==> config.mk <==
export PLATFORM = sky130hd
export DESIGN_NAME = grid_game_ctrl
export DESIGN_NICKNAME = d
export VERILOG_FILES = /design/src/rtl/grid_pkg.sv /design/src/rtl/grid_readout.sv /design/src/rtl/grid_game_ctrl.sv
export SDC_FILE = /design/constraint.sdc
export NUM_CORES = 1
export LEC_CHECK = 0
export ABC_AREA = 1
export BUFFER_PORTS_ARGS = -buffer_cell sky130_fd_sc_hd__buf_2
export CELL_PAD_IN_SITES_DETAIL_PLACEMENT = 1
export CELL_PAD_IN_SITES_GLOBAL_PLACEMENT = 1
export CORE_ASPECT_RATIO = 0.7
export CORE_UTILIZATION = 45
export CTS_CLUSTER_DIAMETER = 30
export DETAILED_ROUTE_END_ITERATION = 7
export PLACE_DENSITY_LB_ADDON = 0.1
export SETUP_SLACK_MARGIN = 0.4
export SYNTH_ARGS = -nofsm -noshare
export SYNTH_HDL_FRONTEND = slang
export SYNTH_HIERARCHICAL = 1
export SYNTH_SLANG_ARGS = --single-unit
export TNS_END_PERCENT = 1
==> constraint.sdc <==
create_clock -name clk -period 26.8 [get_ports clk]
set_input_delay 5.36 -clock clk [delete_from_list [all_inputs] [get_ports clk]]
set_output_delay 5.36 -clock clk [all_outputs]
set_load 0.02 [all_outputs]
==> src/rtl/grid_pkg.sv <==
// grid_pkg: shared cell, error and state encodings plus the direction deltas
// that the win walker steps through.
package grid_pkg;
    typedef enum logic [1:0] {EMPTY = 2'b00, X = 2'b01, O = 2'b10} cell_t;
    typedef enum logic [2:0] {
        NONE = 3'd0, GAMEOVER = 3'd1, PARSE = 3'd2, TURN = 3'd3, OCCUPIED = 3'd4
    } err_code_t;
    typedef enum logic [1:0] {IDLE, CHECK, OVER} state_t;
    // (row, col) deltas in walk order: horizontal, vertical, diagonal, anti-diagonal
    localparam int DR [4] = '{0, 1, 1, 1};
    localparam int DC [4] = '{1, 0, 1, -1};
endpackage

==> src/rtl/grid_readout.sv <==
// grid_readout: raster counter over the board and registered cell mux for the display path.
module grid_readout #(
    parameter int N = 3,
    localparam int CW = $clog2(N)
) (
    input  logic                  clk,
    input  logic                  reset,
    input  logic                  new_game,
    input  logic [N*N-1:0][1:0]   cells,
    output logic [CW-1:0]         rd_row,
    output logic [CW-1:0]         rd_col,
    output logic [1:0]            rd_cell
);
    localparam int IW = $clog2(N * N);
    localparam logic [CW-1:0] LAST = CW'(N - 1);

    always_ff @(posedge clk or posedge reset) begin
        if (reset) begin
            rd_row <= '0;
            rd_col <= '0;
        end else if (new_game) begin
            rd_row <= '0;
            rd_col <= '0;
        end else begin
            rd_col <= (rd_col == LAST) ? '0 : rd_col + 1'b1;
            if (rd_col == LAST) rd_row <= (rd_row == LAST) ? '0 : rd_row + 1'b1;
        end
    end

    assign rd_cell = cells[IW'(int'(rd_row) * N + int'(rd_col))];
endmodule

==> src/rtl/grid_game_ctrl.sv <==
// grid_game_ctrl: N x N, K-in-a-row two-player engine with move checking and a sequential win walker.
// Define GRID_READOUT_EN to enable the raster read-out port; otherwise rd_* are tied to zero.
module grid_game_ctrl
    import grid_pkg::*;
#(
    parameter int N = 3,
    parameter int K = 3,
    localparam int CW = $clog2(N)
) (
    input  logic          clk,
    input  logic          reset,
    input  logic          new_game,
    input  logic          mv_valid,
    output logic          mv_ready,
    input  logic [1:0]    mv_player,
    input  logic [CW-1:0] mv_row,
    input  logic [CW-1:0] mv_col,
    output logic          err,
    output logic [2:0]    err_code,
    output logic [1:0]    turn,
    output logic [1:0]    win,
    output logic          draw,
    output logic [CW-1:0] rd_row,
    output logic [CW-1:0] rd_col,
    output logic [1:0]    rd_cell
);
    localparam int NN = N * N;
    localparam int IW = $clog2(NN);
    localparam int MW = $clog2(NN + 1);

    state_t state, state_n;
    logic [NN-1:0][1:0] board;
    logic [MW-1:0] moves;
    cell_t turn_q;
    err_code_t code_q, rej;
    logic [CW-1:0] mr, mc;
    logic [1:0] dir;
    logic [3:0] step;
    logic [4:0] cnt, cnt_n;
    logic bwd, fok, bok, won;
    logic take, accept, hit, i_last, done, won_n, full;
    int r, c;

    assign take = mv_valid && mv_ready && !new_game;
    assign accept = take && rej == NONE;
    assign mv_ready = state != CHECK;
    assign turn = turn_q;
    assign err_code = code_q;
    assign full = moves == MW'(NN);

    always_comb begin
        rej = NONE;
        if (state == OVER) rej = GAMEOVER;
        else if (mv_player == 2'b00 || mv_player == 2'b11 || int'(mv_row) >= N || int'(mv_col) >= N) rej = PARSE;
        else if (mv_player != turn_q) rej = TURN;
        else if (board[IW'(int'(mv_row) * N + int'(mv_col))] != EMPTY) rej = OCCUPIED;
    end

    // One cell per cycle: step cells away from the last move, forward then backward
    always_comb begin
        r = int'(mr) + (bwd ? -int'(step) : int'(step)) * DR[dir];
        c = int'(mc) + (bwd ? -int'(step) : int'(step)) * DC[dir];
        hit = (bwd ? bok : fok) && r >= 0 && r < N && c >= 0 && c < N && board[IW'(r * N + c)] == turn_q;
        cnt_n = cnt + 5'(hit);
        won_n = won || int'(cnt_n) >= K;
        i_last = int'(step) == K - 1;
        done = i_last && bwd && dir == 2'd3;
    end

    always_comb begin
        state_n = state;
        if (new_game) state_n = IDLE;
        else if (state == IDLE && accept) state_n = CHECK;
        else if (state == CHECK && done) state_n = (won_n || full) ? OVER : IDLE;
    end

    always_ff @(posedge clk or posedge reset) begin
        if (reset) state <= IDLE;
        else state <= state_n;
    end

    always_ff @(posedge clk or posedge reset) begin
        if (reset) begin
            board <= '0;
            moves <= '0;
            turn_q <= X;
            win <= 2'b00;
            draw <= 1'b0;
            err <= 1'b0;
            code_q <= NONE;
            mr <= '0;
            mc <= '0;
            dir <= '0;
            step <= 4'd1;
            cnt <= 5'd1;
            bwd <= 1'b0;
            fok <= 1'b1;
            bok <= 1'b1;
            won <= 1'b0;
        end else if (new_game) begin
            board <= '0;
            moves <= '0;
            turn_q <= X;
            win <= 2'b00;
            draw <= 1'b0;
            err <= 1'b0;
            code_q <= NONE;
        end else begin
            err <= take && rej != NONE;
            if (take && rej != NONE) code_q <= rej;
            if (accept) begin
                board[IW'(int'(mv_row) * N + int'(mv_col))] <= mv_player;
                moves <= moves + 1'b1;
                mr <= mv_row;
                mc <= mv_col;
                dir <= '0;
                step <= 4'd1;
                cnt <= 5'd1;
                bwd <= 1'b0;
                fok <= 1'b1;
                bok <= 1'b1;
                won <= 1'b0;
            end
            if (state == CHECK) begin
                won <= won_n;
                cnt <= cnt_n;
                if (!hit && bwd) bok <= 1'b0;
                if (!hit && !bwd) fok <= 1'b0;
                step <= i_last ? 4'd1 : step + 1'b1;
                if (i_last) bwd <= !bwd;
                if (i_last && bwd) begin
                    dir <= dir + 1'b1;
                    cnt <= 5'd1;
                    fok <= 1'b1;
                    bok <= 1'b1;
                end
                if (done && won_n) win <= turn_q;
                else if (done && full) draw <= 1'b1;
                else if (done) turn_q <= (turn_q == X) ? O : X;
            end
        end
    end

`ifdef GRID_READOUT_EN
    grid_readout #(.N(N)) u_readout (
        .clk(clk), .reset(reset), .new_game(new_game), .cells(board),
        .rd_row(rd_row), .rd_col(rd_col), .rd_cell(rd_cell)
    );
`else
    assign rd_row = '0;
    assign rd_col = '0;
    assign rd_cell = '0;
`endif
endmodule

==> impl_metrics.json <==
{
  "postLayoutCoreUtil_pct": 48.36,
  "critical_path_class": "reg2reg",
  "die_w_um": 192.1,
  "nets": 1756,
  "slowest_stage": "fa_1",
  "synth-compound-area-share_pct": 7.553,
  "row_count": 48,
  "synth-adder-area-share_pct": 46.11,
  "initial_utilization_pct": 46.00,
  "cellInternalPower_uw": 225.6,
  "min_period_over_period_pct": 40.71,
  "dieArea_um2": 25940,
  "cts_post_setup_buffers_inserted": 0,
  "grt_pass1_wl_mm": 55.59,
  "layout_common_cells": "inv_1 (363), nand2_1 (244), fa_1 (169), ha_1 (149), nor2_1 (84)",
  "power_frac_seq_pct": 20.6,
  "die_y_um": 135.1,
  "io_buffers": 19,
  "worst_slew_pin_slew_ns": 1.045,
  "crit_arrival_ns": 11.12,
  "syn_area_um2": 11380,
  "crit_path_end_kind": "register",
  "antennaDiodeCount": 0,
  "setup_tns_ns": 0,
  "irDropWorstVdd_v": 0.00003666,
  "critPathLaunchType": "register",
  "cts_hold_buffers": 0,
  "cp_max_fo": 10,
  "stdcell_area_um2": 11970,
  "use_met3_pct": 5.535,
  "finalPower_uw": 465.4,
  "fmax_ghz": 0.09166,
  "fp.coreArea_um2": 24740,
  "cts.sink_count": 52,
  "synth-main-ff-cell": "dfrtp_1",
  "cts_buffers": 5,
  "synth_edf_count": 0,
  "r2r-start": "step[0]",
  "timing.rr.end": "turn[1]",
  "syn_to_final_growth_pct": 5.134,
  "synth-xor-area-share_pct": 4.035,
  "hold_violations": 0,
  "drt-wirelength-per-cell_um": 19.54,
  "rrSetupSlack_ns": 15.89,
  "reg2reg_depth": 44,
  "whs_ns": 0.4833,
  "cts_root_buffer": "clkbuf_16",
  "clkTransAtPathRegs_ns": 0.08,
  "status": "completed",
  "top_usage_layer": "met1",
  "syn_inst": 1411,
  "maxCapViolations": 0,
  "cts.path.max_buffers": 2,
  "htreeDepth": 2,
  "hpwl_mm": 30.45,
  "grt.met1_usage_pct": 48.06,
  "grt_overflow": 0,
  "placedInstanceArea_um2": 11810,
  "slew_headroom_pct": 29.58,
  "worstSkewPairLatency_ns": 0.31,
  "drive_gt1_share_pct": 4.689,
  "grt_usage_pct": 28.72,
  "power.share.clock_pct": 15.6,
  "final_common_cell": "inv_1",
  "p_sw_uw": 239.8,
  "drtPass1Iterations": 4,
  "post_cts_resized": 0,
  "pin_count": 26,
  "drcViolationCount": 0,
  "avgViaCountPerCell": 5.143,
  "postRouteAntennaNets": 0,
  "rsz0062_at_grt": "no",
  "crit_required_ns": 27.01,
  "grt_pass1_vias": 9534,
  "crit_path_frequent_cell": "inv_1",
  "yosys-mux-area-fraction_pct": 0,
  "ys_types": 51,
  "slew_viol_final": 0,
  "wirelength_mm": 34.28,
  "synth_top_family_by_area": "adder cells",
  "startpoint": "step[0]",
  "synth.ff_latch_count": 52,
  "hold_class": "reg2reg",
  "via_count": 9021,
  "swShare_pct": 51.53,
  "power_density_nw_per_um2": 38.90,
  "fin_worst_skew_ns": 0.008279,
  "ys_seq_area_share_pct": 11.49,
  "cts_tree": "built",
  "antenna_found_initial": 1,
  "crit_path_end": "turn[1]",
  "critPathMaxStageDelay_ns": 0.91,
  "gp_congestion": 0.9869,
  "use_met2_pct": 38.13,
  "syn_area_per_cell_um2": 8.066,
  "period_needed_ns": 10.91,
  "grt_max_degree": 53,
  "drtIter0Drc": 504,
  "synth_simple_gate_area_share_pct": 17.43,
  "combPwrFrac_pct": 63.8,
  "postSynth.asyncResetShare_pct": 100.0,
  "leakage_uw": 0.006815,
  "finalSetupViolCount": 0,
  "yosysWarnings": 6
}
[area by class of cell]
| type | instances | area, um2 |
|---|---|---|
| inverter | 372 | 1415 |
| tap | 325 | 406.6 |
| timing repair buffer | 21 | 110.1 |
| multi-input combinational | 976 | 8572 |
| fill | 3093 | 12780 |
| sequential | 52 | 1308 |
| clock buffer | 5 | 125.1 |
| clock inverter | 3 | 28.78 |
[worst min-delay path by stage]
stage	start	cells after the start	slack, ns	to
floorplan	moves[3]	1	0.43	moves[3]
global placement	moves[3]	1	0.46	moves[3]
detailed placement	moves[3]	1	0.46	moves[3]
CTS	moves[3]	1	0.48	moves[3]
global route	moves[3]	1	0.52	moves[3]
finish	moves[3]	1	0.48	moves[3]
[synthesized netlist by cell type, drive strengths merged (2+ instances only)]
cell type / number / area [um2]
nand3: 60 / 327.8
nand2: 249 / 947.2
o21ai: 61 / 312.8
a221oi: 2 / 17.52
dfstp: 5 / 131.4
buf: 12 / 90.08
a21oi: 61 / 309.1
nand4: 24 / 150.1
inv: 371 / 1411
a31oi: 3 / 18.77
nand3b: 9 / 67.56
xor2: 30 / 292.8
nor3: 12 / 60.06
nor2: 90 / 399.1
dfrtp: 47 / 1176
ha: 149 / 1864
o21a: 3 / 22.52
a21o: 4 / 30.03
o2111ai: 2 / 17.52
o211ai: 2 / 15.01
xnor2: 19 / 166.4
clkbuf: 4 / 15.01
o31ai: 2 / 15.01
fa: 169 / 3383
o22ai: 7 / 43.79
a21boi: 2 / 15.01
or2: 4 / 25.02
[logic make-up after synthesis]
group	Yosys count
AND/OR/NAND/NOR	449
buffers and inverters	388
adder cells (fa/ha/maj)	318
AO/OA/AOI/OAI	154
flip-flops	52
XOR/XNOR	49
other	1
[critical path: cells and delay by family, from the launching register on]
kind / cells / cell delay (ns)
buffers and inverters: 11 / 1.39
AO/OA/AOI/OAI: 7 / 1.03
adder cells (fa/ha/maj): 12 / 5.77
XOR/XNOR: 1 / 0.16
flip-flops: 1 / 0.40
AND/OR/NAND/NOR: 13 / 1.98
[flip-flops by register name (all words and copies together), names as in the netlist, 2 cells and up]
register / flops
board: 18
cnt: 5
dir: 2
err_code: 3
mc: 2
moves: 4
mr: 2
state: 2
step: 4
turn: 2
win: 2
[power groups by stage]
| stage | clock network [uW] | registers (uW) | logic [uW] |
|---|---|---|---|
| floorplan | 0 | 96.0 | 212 |
| finish | 72.6 | 96.1 | 297 |
| detailed placement | 0 | 97.6 | 291 |
| global placement | 0 | 97.0 | 289 |
| CTS | 73.6 | 96.2 | 296 |
| global route | 76.8 | 97.5 | 339 |
[layer usage]
metal / vias to the layer above / wire length, um / share of wire, %
li1: 4347 / - / -
met1: 4488 / 18980 / 55
met2: 166 / 13100 / 38
met3: 18 / 1929 / 5.6
met4: 2 / 260 / 0.76
met5: - / 11 / 0.032
[through the flow]
step           worst slack, ns  instances
6_report                 15.89       1754
4_1_cts                  15.91       1754
3_3_place_gp             16.29       1746
3_5_place_dp             15.97       1746
2_1_floorplan            17.58       1416
5_1_grt                  15.02       1754
Note: power is estimated with default switching activity, not from simulation.
